==> config.mk <==
export PLATFORM = sky130hd
export DESIGN_NAME = gpio_debounce_pio
export DESIGN_NICKNAME = d
export VERILOG_FILES = /design/src/rtl/gpio_pio_pkg.sv /design/src/rtl/gpio_debounce_ch.sv /design/src/rtl/gpio_debounce_pio.sv
export SDC_FILE = /design/constraint.sdc
export NUM_CORES = 1
export LEC_CHECK = 0
export BUFFER_PORTS_ARGS = -buffer_cell sky130_fd_sc_hd__buf_2
export CORE_AREA = 4 4 95 97
export CTS_CLUSTER_SIZE = 30
export DETAILED_ROUTE_END_ITERATION = 16
export DIE_AREA = 0 0 99 101
export PLACE_DENSITY = 0.88
export SLEW_MARGIN = 10
export SYNTH_ARGS = -nofsm -noshare
export SYNTH_HDL_FRONTEND = slang
export SYNTH_SLANG_ARGS = --single-unit
==> constraint.sdc <==
create_clock -name clk -period 2.9 [get_ports clk]
set_input_delay 0.58 -clock clk [delete_from_list [all_inputs] [get_ports clk]]
set_output_delay 0.58 -clock clk [all_outputs]
set_load 0.01 [all_outputs]
==> src/rtl/gpio_pio_pkg.sv <==
// Shared constants for the debounced GPIO PIO: register word offsets and channel limits.
// The debounce stage itself is selected by GPIO_DEBOUNCE_EN inside gpio_debounce_ch.
package gpio_pio_pkg;

   localparam int unsigned MAX_CH = 32;

   localparam logic [2:0] OFS_DATA_IN  = 3'd0;
   localparam logic [2:0] OFS_DATA_OUT = 3'd1;
   localparam logic [2:0] OFS_OUT_SET  = 3'd2;
   localparam logic [2:0] OFS_OUT_CLR  = 3'd3;
   localparam logic [2:0] OFS_IRQ_MASK = 3'd4;
   localparam logic [2:0] OFS_EDGE_SEL = 3'd5;
   localparam logic [2:0] OFS_EDGE_CAP = 3'd6;
   localparam logic [2:0] OFS_RSVD     = 3'd7;

   typedef enum logic [2:0] {
      REG_DATA_IN  = OFS_DATA_IN,
      REG_DATA_OUT = OFS_DATA_OUT,
      REG_OUT_SET  = OFS_OUT_SET,
      REG_OUT_CLR  = OFS_OUT_CLR,
      REG_IRQ_MASK = OFS_IRQ_MASK,
      REG_EDGE_SEL = OFS_EDGE_SEL,
      REG_EDGE_CAP = OFS_EDGE_CAP,
      REG_RSVD     = OFS_RSVD
   } reg_addr_e;

endpackage

==> src/rtl/gpio_debounce_ch.sv <==
// One input channel: 2-flop synchronizer followed by a stable-count debouncer.
// GPIO_DEBOUNCE_EN defined: counter stage present; undefined: output is the synchronizer output.
module gpio_debounce_ch
   import gpio_pio_pkg::*;
#(
   parameter int unsigned DEB_CYCLES = 50000
) (
   input  logic clk,
   input  logic reset_n,
   input  logic pin_in,
   output logic deb_out
);

   logic [1:0] sync_q, sync_d;

   always_comb begin
      sync_d = {sync_q[0], pin_in};
   end

`ifdef GPIO_DEBOUNCE_EN
   localparam int unsigned CW = $clog2(DEB_CYCLES + 1);

   logic [CW-1:0] cnt_q, cnt_d;
   logic          deb_q, deb_d;

   // Count consecutive cycles of disagreement; any agreeing cycle restarts the count.
   always_comb begin
      cnt_d = '0;
      deb_d = deb_q;
      if (sync_q[1] != deb_q) begin
         if (cnt_q == CW'(DEB_CYCLES - 1)) begin
            deb_d = sync_q[1];
         end else begin
            cnt_d = cnt_q + CW'(1);
         end
      end
   end

   always_ff @(posedge clk or negedge reset_n) begin
      if (!reset_n) begin
         sync_q <= '0;
         cnt_q  <= '0;
         deb_q  <= 1'b0;
      end else begin
         sync_q <= sync_d;
         cnt_q  <= cnt_d;
         deb_q  <= deb_d;
      end
   end

   assign deb_out = deb_q;
`else
   // DEB_CYCLES has no effect without the debounce stage.
   logic deb_cycles_unused;
   assign deb_cycles_unused = ^DEB_CYCLES;

   always_ff @(posedge clk or negedge reset_n) begin
      if (!reset_n) begin
         sync_q <= '0;
      end else begin
         sync_q <= sync_d;
      end
   end

   assign deb_out = sync_q[1];
`endif

endmodule

==> src/rtl/gpio_debounce_pio.sv <==
// Avalon-MM GPIO block with debounced inputs, set/clear outputs and edge-capture interrupt.
// Debounce counters are present only when GPIO_DEBOUNCE_EN is defined.
module gpio_debounce_pio
   import gpio_pio_pkg::*;
#(
   parameter int unsigned      N_IN        = 14,
   parameter int unsigned      N_OUT       = 10,
   parameter int unsigned      DEB_CYCLES  = 50000,
   parameter logic [N_OUT-1:0] OUT_RST_VAL = '0
) (
   input  logic              clk,
   input  logic              reset_n,
   input  logic [2:0]        address,
   input  logic              read,
   input  logic              write,
   input  logic [31:0]       writedata,
   output logic [31:0]       readdata,
   input  logic [N_IN-1:0]   gpio_in,
   output logic [N_OUT-1:0]  gpio_out,
   output logic              irq
);

   logic [N_IN-1:0]  deb;
   logic [N_IN-1:0]  deb_prev_q, deb_prev_d;
   logic [N_OUT-1:0] dout_q, dout_d;
   logic [N_IN-1:0]  mask_q, mask_d;
   logic [N_IN-1:0]  sel_q, sel_d;
   logic [N_IN-1:0]  cap_q, cap_d;
   logic             irq_q, irq_d;
   logic [31:0]      rdata_q, rdata_d;

   logic [N_IN-1:0]  edge_hit;
   logic [N_IN-1:0]  w1c;
   logic [N_IN-1:0]  wd_in;
   logic [N_OUT-1:0] wd_out;
   logic [31:0]      rd_mux;
   logic             writedata_unused;

   for (genvar i = 0; i < N_IN; i++) begin : g_ch
      gpio_debounce_ch #(
         .DEB_CYCLES (DEB_CYCLES)
      ) u_ch (
         .clk     (clk),
         .reset_n (reset_n),
         .pin_in  (gpio_in[i]),
         .deb_out (deb[i])
      );
   end

   assign wd_in            = writedata[N_IN-1:0];
   assign wd_out           = writedata[N_OUT-1:0];
   assign writedata_unused = ^writedata;

   always_comb begin
      rd_mux = '0;
      case (reg_addr_e'(address))
         REG_DATA_IN:  rd_mux = 32'(deb);
         REG_DATA_OUT: rd_mux = 32'(dout_q);
         REG_IRQ_MASK: rd_mux = 32'(mask_q);
         REG_EDGE_SEL: rd_mux = 32'(sel_q);
         REG_EDGE_CAP: rd_mux = 32'(cap_q);
         default:      rd_mux = '0;
      endcase
   end

   // deb_prev_q starts at the reset value of deb, so reset itself never looks like an edge.
   always_comb begin
      dout_d     = dout_q;
      mask_d     = mask_q;
      sel_d      = sel_q;
      w1c        = '0;
      deb_prev_d = deb;
      edge_hit   = (sel_q & deb & ~deb_prev_q) | (~sel_q & ~deb & deb_prev_q);

      if (write) begin
         case (reg_addr_e'(address))
            REG_DATA_OUT: dout_d = wd_out;
            REG_OUT_SET:  dout_d = dout_q | wd_out;
            REG_OUT_CLR:  dout_d = dout_q & ~wd_out;
            REG_IRQ_MASK: mask_d = wd_in;
            REG_EDGE_SEL: sel_d  = wd_in;
            REG_EDGE_CAP: w1c    = wd_in;
            default:      ;
         endcase
      end

      cap_d   = (cap_q & ~w1c) | edge_hit;
      irq_d   = |(cap_q & mask_q);
      rdata_d = read ? rd_mux : rdata_q;
   end

   always_ff @(posedge clk or negedge reset_n) begin
      if (!reset_n) begin
         deb_prev_q <= '0;
         dout_q     <= OUT_RST_VAL;
         mask_q     <= '0;
         sel_q      <= '0;
         cap_q      <= '0;
         irq_q      <= 1'b0;
         rdata_q    <= '0;
      end else begin
         deb_prev_q <= deb_prev_d;
         dout_q     <= dout_d;
         mask_q     <= mask_d;
         sel_q      <= sel_d;
         cap_q      <= cap_d;
         irq_q      <= irq_d;
         rdata_q    <= rdata_d;
      end
   end

   assign gpio_out = dout_q;
   assign irq      = irq_q;
   assign readdata = rdata_q;

endmodule

Yosys cells after proc, flatten, opt, wreduce, memory -nomap -nowiden
Index checks and enable logic that the tools add are counted. Widths: inputs -> output; s select.

Register bits: 127. Output and inout port bits: 43. Word-level logic and storage cells: 52.

Bitwise logic cells: 15. Mux-type cells: 4. Reductions and logical operators: 6. Equality and inequality tests: 6.

Operators with widths (count): $and 14x14->14 (6); $pmux 14 s5 (1); $not 14->14 (4); $pmux 10 s3 (1); $mux 14 (2); $or 14x14->14 (2); $reduce_or 14->1 (1); $and 10x10->10 (1); $not 10->10 (1); $or 10x10->10 (1); $eq 3x3->1 const B (3); $eq 3x2->1 const B (2); $reduce_and 2->1 (3); $eq 3x1->1 const B (1); $logic_not 3->1 (1); $reduce_bool 3->1 (1).

Depth between registers and ports, before layout
Gate-level depths: netlist of the first run.

Word-level depth: 6. Depth in mapped cells: 6. Depth with buffers taken out: 3.

Hierarchy
Synthesis of the first run repeated with hierarchy kept, for this count alone.

Cells, all modules: 384. Area, all modules: 4613.2 um2.

By module, submodules not included: gpio_debounce_pio (cells each 356, instances 1, area each 3912.5 um2); gpio_debounce_ch (cells each 2, instances 14, area each 50.0 um2).

Least setup slack after synthesis of the first run
No wires, ideal clock.

Kind: input-to-reg. From: input address[2]. To: register mask_q[10]. Arrival: 1552 ps. Path buffers: 3. Stages: 6. Required time: 2775 ps. Setup slack: 1223 ps. Setup time: 125 ps. Cells stage by stage: buf_6 > nor2b_4 > and3_1 > buf_6 > buf_6 > mux2_4.

Cells in the longest elaborated chain, start to end: 2.

RTL lines: start: declaration (RTL line gpio_debounce_pio.sv:13) `input logic [2:0] address,`; $eq 3x3->1 (RTL line gpio_debounce_pio.sv:76) `case (reg_addr_e'(address))`; $reduce_and 2->1 (no line); end signal: assignment (RTL line gpio_debounce_pio.sv:104) `mask_q <= mask_d;`; end: declaration (RTL line gpio_debounce_pio.sv:26) `logic [N_IN-1:0] mask_q, mask_d;`.

No other way between the ends. A chain may end at the register's enable or synchronous reset.

Worst setup path after layout of the first run
From: input address[1]. To: register sel_q[10].

Cells in the longest elaborated chain, start to end: 2.

RTL lines: $eq 3x3->1 (RTL line gpio_debounce_pio.sv:76); $reduce_and 2->1 (no line); end signal: assignment (RTL line gpio_debounce_pio.sv:105) `sel_q <= sel_d;`; end: declaration (RTL line gpio_debounce_pio.sv:27) `logic [N_IN-1:0] sel_q, sel_d;`.

No other way between the ends.

==> results_dict.tcl, run 1 <==
set metrics [dict create \
    drtIter0Drc 198 \
    synthSimpleGateAreaFrac 0.0976 \
    path_delay_family "buffers and inverters" \
    die_y_um 101 \
    synthCells 371 \
    route.detailed.drc 0 \
    status "finished clean" \
    grt_max_degree 48 \
    h-tree-depth 3 \
    final.min_clock_period_ns 1.95 \
    vias 3237 \
    crit_path_max_incr_delay_ns 0.53 \
    period_share 0.671 \
    critPathArrivalTime_ns 2.21 \
    ys_types 38 \
    cp_max_fo 25 \
    grt_pass1_vias 3319 \
    final_layout_size_suffix_gt1_frac 0.291 \
    max_cap_violations 0 \
    dominantRegCellSynth "dfrtp_1" \
    clk_pin_slew_ns 0.10 \
    synthAdderAreaFrac 0 \
    synth.most_common_cell "dfrtp_1" \
    reg2reg_from "mask_q[13]" \
    cp.depth 4 \
    dp_hpwl_um 7060 \
    grt_use_total 0.220 \
    setup_viol 0 \
    reg2reg_slack_ns 1.66 \
    gr-usage-met3 0.0630 \
    use_met1 0.284 \
    ctsResizeCount 0 \
    routed_wl_um 10400 \
    worst_ir_drop_vdd_mv 0.374 \
    fin_setup_tns_ns 0 \
    area_delta_synth_final_pct 12.2 \
    async_flop_share 1.00 \
    start_util 0.579 \
    cp-start-kind "input port" \
    ant_nets 0 \
    slew_headroom 0.397 \
    worstSkewPairLatency_ns 0.37 \
    min_path_type "input port to asynchronous set/reset pin" \
    core_area_mm2 0.00813 \
    synth_top_family_by_area "multiplexers" \
    synthMuxAreaShare 0.150 \
    ctsLongestPathBuffers 2 \
    slew_viol_final 0 \
    cellLeakagePower_uw 0.00244 \
    ys_seq_elements 109 \
    final-hold-violation-count 0 \
    gr-total-overflow 0 \
    cts_buffers 9 \
    io_buffers 59 \
    max_freq_mhz 514 \
    wl_per_cell_um 19.3 \
    place.gp.congestion 0.812 \
    synth_top_area_frac 0.580 \
    dieArea_mm2 0.0100 \
    crit_type "input port to flop" \
    pin_count 96 \
    cts_tree "done" \
    antenna_found_initial 0 \
    rsz0062_at_grt "no" \
    synth_common_cells "dfrtp_1, nor2_1, nand2_1" \
    routed_via_density 5.97 \
    synth_xor_area_frac 0 \
    syn-mean-instance-area_um2 12.7 \
    cts-root-buf "clkbuf_8" \
    grt_pass1_wl_um 17100 \
    synth_area_leaders "dfrtp_1, mux2_2, mux2i_1" \
    r2r_end "irq" \
    r2r_cells 3 \
    num_antenna_cells 0 \
    worst_pin_slew_ns 0.900 \
    fin_nets 485 \
    hold_buffers 0 \
    skew_ns 0.00814 \
    rows 33 \
    utilization 0.649 \
    dr.pass1.iters 5 \
    yosysWarnings 0 \
    crit_chain "buf_2 -> inv_2 -> nand3_2 -> mux2_2" \
    synth-compound-area-share 0.115 \
    pwr_density_cell_mw_per_mm2 689 \
    crit_buf_inv 2 \
    die_x_um 99 \
    end_kind "flop" \
    busiest_layer "met2" \
    yosys.area.top_type "dfrtp_1" \
    crit_required_ns 3.16 \
    post_cts_buffers 0 \
    synth_edf_count 0 \
    clock_sinks 109 \
    use_met2 0.362 \
    synthesis.area_mm2 0.00471 \
    worst_path_max_delay_cell "nand3_2" \
    seq_area_frac_synth 0.580 \
]
-- area by class of cell --
cell class              count  area [um2]
inverters                   2        7.51
well taps                 105         131
clock buffers               9         124
flip-flops and latches    109        2730
multi-input cells         243        1770
clock inverters             7         145
repair buffers             67         370
fillers                   599        2850
-- placed cells by master (no fill, tap or decap), drive strengths merged, types with 2 or more instances in the layout --
cell type	instances
a211o	2
bufinv	4
nand2b	13
inv	3
a21boi	2
mux2i	23
nor2	30
a221o	12
clkbuf	9
conb	18
nand3	3
and3	11
mux2	37
o221ai	13
a22oi	19
o21ai	10
buf	67
nand2	29
a21oi	9
dfrtp	109
-- per-stage QoR --
stage	cell area, um2	std cells	hold slack [ns]	worst slack [ns]	total power [uW]
after floorplan	4770	388	0.284	1.22	2250
after global placement	5010	526	0.332	0.649	2430
after detailed placement	5010	526	0.337	0.594	2470
after CTS	5280	542	0.218	0.998	3650
after global routing	5280	542	0.236	0.910	3800
final	5280	542	0.209	0.953	3640
-- registers in the layout (all words and copies together) (netlist names) --
| register | cells |
|---|---|
| mask_q | 14 |
| g_ch.u_ch.sync_q | 28 |
| readdata | 14 |
| deb_prev_q | 14 |
| cap_q | 14 |
| irq | 1 |
| sel_q | 14 |
| gpio_out | 10 |
-- worst max-delay path by stage --
stage	start	to	slack (ns)
after CTS	address[1]	sel_q[9]	1.0
final	address[1]	sel_q[10]	0.95
after detailed placement	address[1]	sel_q[10]	0.59
after floorplan	address[2]	mask_q[10]	1.22
after global placement	address[1]	sel_q[5]	0.65
after global routing	address[1]	sel_q[5]	0.91
-- report_power, final --
part / internal, uW / total (uW) / switching [uW] / leakage [uW]
logic: 292 / 574 / 283 / 0.00106
registers: 1710 / 1880 / 166 / 0.00125
clock network: 665 / 1180 / 520 / 0.000130
-- kinds of logic (layout without fill, tap and decap cells) --
| kind of cell | Yosys count | after routing |
|---|---|---|
| DFF | 109 | 109 |
| other | 1 | 18 |
| muxes | 61 | 61 |
| and+or+nand+nor | 93 | 93 |
| buffers and inverters | 36 | 85 |
| AOI/OAI and AO/OA | 71 | 71 |
-- routing by layer --
metal,up-vias,part of all wire
li1,1430,-
met1,1652,0.41
met2,138,0.49
met3,17,0.076
met4,0,0.017
met5,-,0
Note: power is estimated with default switching activity, not from simulation.
==> run 2, diff against run 1 <==
- CORE_AREA: 4 4 95 97 -> 4 4 98 100
- DIE_AREA: 0 0 99 101 -> 0 0 102 104
- PLACE_DENSITY: 0.88 -> 0.83
- clock period: 2.9 -> 2.03 ns (I/O delays scaled with it)
==> run 2 against run 1 <==
  * Worst setup slack got worse by 0.39 ns
  * Largest cell class unchanged
  * Non-clock buffer count rose by 13
  * Critical path type unchanged
  * Global-route usage fell by 1.6 points
  * First-iteration DRC count fell by 8.1%
  * Clock skew rose by 0.0028 ns
==> results_dict.tcl, run 2 (same netlist as run 1, synthesis figures left out) <==
set metrics [dict create \
    period_share 0.722 \
    end_kind "flop" \
    crit_required_ns 2.29 \
    cts_buffers 9 \
    cellLeakagePower_uw 0.00246 \
    slew_headroom 0.623 \
    grt_pass1_wl_um 17000 \
    pin_count 96 \
    ctsLongestPathBuffers 2 \
    route.detailed.drc 0 \
    dp_hpwl_um 7130 \
    area_delta_synth_final_pct 12.6 \
    clock_sinks 109 \
    ant_nets 0 \
    final_layout_size_suffix_gt1_frac 0.308 \
    core_area_mm2 0.00868 \
    wl_per_cell_um 18.7 \
    dr.pass1.iters 4 \
    multiInputGateArea_mm2 0.00177 \
    routed_wl_um 10400 \
    die_y_um 104 \
    switching_share 0.281 \
    drt-met1-wl_um 4400 \
    intPower_uw 3460 \
    fin_setup_tns_ns 0 \
    r2r_cells 3 \
    antenna_found_initial 0 \
    status "finished clean" \
    drtIter0Drc 182 \
    die_x_um 102 \
    slew_viol_final 0 \
    start_util 0.542 \
    dr_wl_met3_um 743 \
    cp-start-kind "input port" \
    skew_ns 0.0110 \
    fin_nets 498 \
    vias 3178 \
    reg2reg_from "mask_q[13]" \
    place_inst 542 \
    grt_use_total 0.204 \
    p_sw_uw 1360 \
    dieArea_mm2 0.0106 \
    rows 34 \
    dr.max_layer_used "met4" \
    worst_ir_drop_vdd_mv 0.470 \
    largest_reg_flops 28 \
    wl_met2_um 5030 \
    clk_pin_slew_ns 0.09 \
    pwr_density_cell_mw_per_mm2 909 \
    regArea_mm2 0.00273 \
    num_antenna_cells 0 \
    worst_pin_slew_ns 0.566 \
    post_cts_buffers 0 \
    final.min_clock_period_ns 1.46 \
    reg2reg_slack_ns 0.75 \
    setup_viol 0 \
    grt_pass1_vias 3339 \
    cts_tree "done" \
    grt_max_degree 110 \
    gr-total-overflow 0 \
    cts-root-buf "clkbuf_8" \
    seqPwrFrac 0.557 \
    n_fill_cell 719 \
    final-hold-violation-count 0 \
    crit_type "input port to flop" \
    critPathArrivalTime_ns 1.72 \
    place.gp.congestion 0.797 \
    max_cap_violations 0 \
    pwr-share-comb 0.171 \
    rsz0062_at_grt "no" \
    r2r_end "irq" \
    max_freq_mhz 683 \
    layout.cells.non_filler 556 \
    routed_via_density 5.72 \
    min_path_type "input port to asynchronous set/reset pin" \
    largest_register "g_ch.u_ch.sync_q" \
    worstSkewPairLatency_ns 0.38 \
    cp_max_fo 14 \
    io_buffers 59 \
    clock_power_share 0.272 \
    hold_buffers 0 \
    layout_commonest_cell "dfrtp_1" \
    ctsResizeCount 0 \
    h-tree-depth 3 \
    mostFrequentLayoutCells "dfrtp_1, buf_2, nor2_1" \
]
[run 2: cell types whose count changed in the layout (fill, tap and decap cells not counted), sizes merged]
cell and change:
buf +13, bufinv -3, clkbuf +1, clkinvlp +1, inv -1
[run 2: worst max path at each step]
stage	startpoint	endpoint	slack, ns	cells after the start
floorplan	address[2]	mask_q[10]	0.53	6
global placement	address[0]	sel_q[1]	0.18	4
detailed placement	address[0]	sel_q[0]	0.18	4
CTS	address[0]	sel_q[0]	0.55	4
global route	address[0]	sel_q[0]	0.49	4
finish	address[0]	sel_q[0]	0.57	4
[run 2: power groups by stage]
| stage | registers (uW) | clock network [uW] | logic (uW) |
|---|---|---|---|
| 2_1_floorplan | 2690 | 0 | 530 |
| 3_3_place_gp | 2700 | 0 | 793 |
| 3_5_place_dp | 2720 | 0 | 826 |
| 4_1_cts | 2680 | 1320 | 831 |
| 5_1_grt | 2720 | 1420 | 912 |
| 6_report | 2680 | 1310 | 824 |
[run 2: stage by stage]
| step | utilization | setup WS [ns] | hold slack [ns] | total power (uW) | area, um2 |
|---|---|---|---|---|---|
| floorplan | - | 0.527 | 0.110 | 3220 | 4770 |
| global placement | 0.589 | 0.183 | 0.332 | 3490 | 5110 |
| detailed placement | 0.589 | 0.181 | 0.335 | 3540 | 5110 |
| CTS | 0.611 | 0.549 | 0.120 | 4820 | 5300 |
| global route | 0.611 | 0.493 | 0.108 | 5040 | 5300 |
| finish | 0.611 | 0.565 | 0.0991 | 4820 | 5300 |
[run 2: layout make-up]
cell class              count  area share
multi-input cells         243       0.335
repair buffers             80      0.0883
inverters                   2     0.00142
flip-flops and latches    109       0.515
well taps                 108      0.0255
clock inverters             4     0.00944
clock buffers              10      0.0260
[run 2: critical path, stage by stage]
cell and delay [ns]:
buf_2 0.21, and2_2 0.26, nand3_2 0.41, mux2_2 0.43
[run 2: metal layers]
layer,vias to the layer above,global-route usage
met1,1579,0.277
li1,1449,-
met2,125,0.311
met3,25,0.0537
met4,0,0.0806
met5,-,0
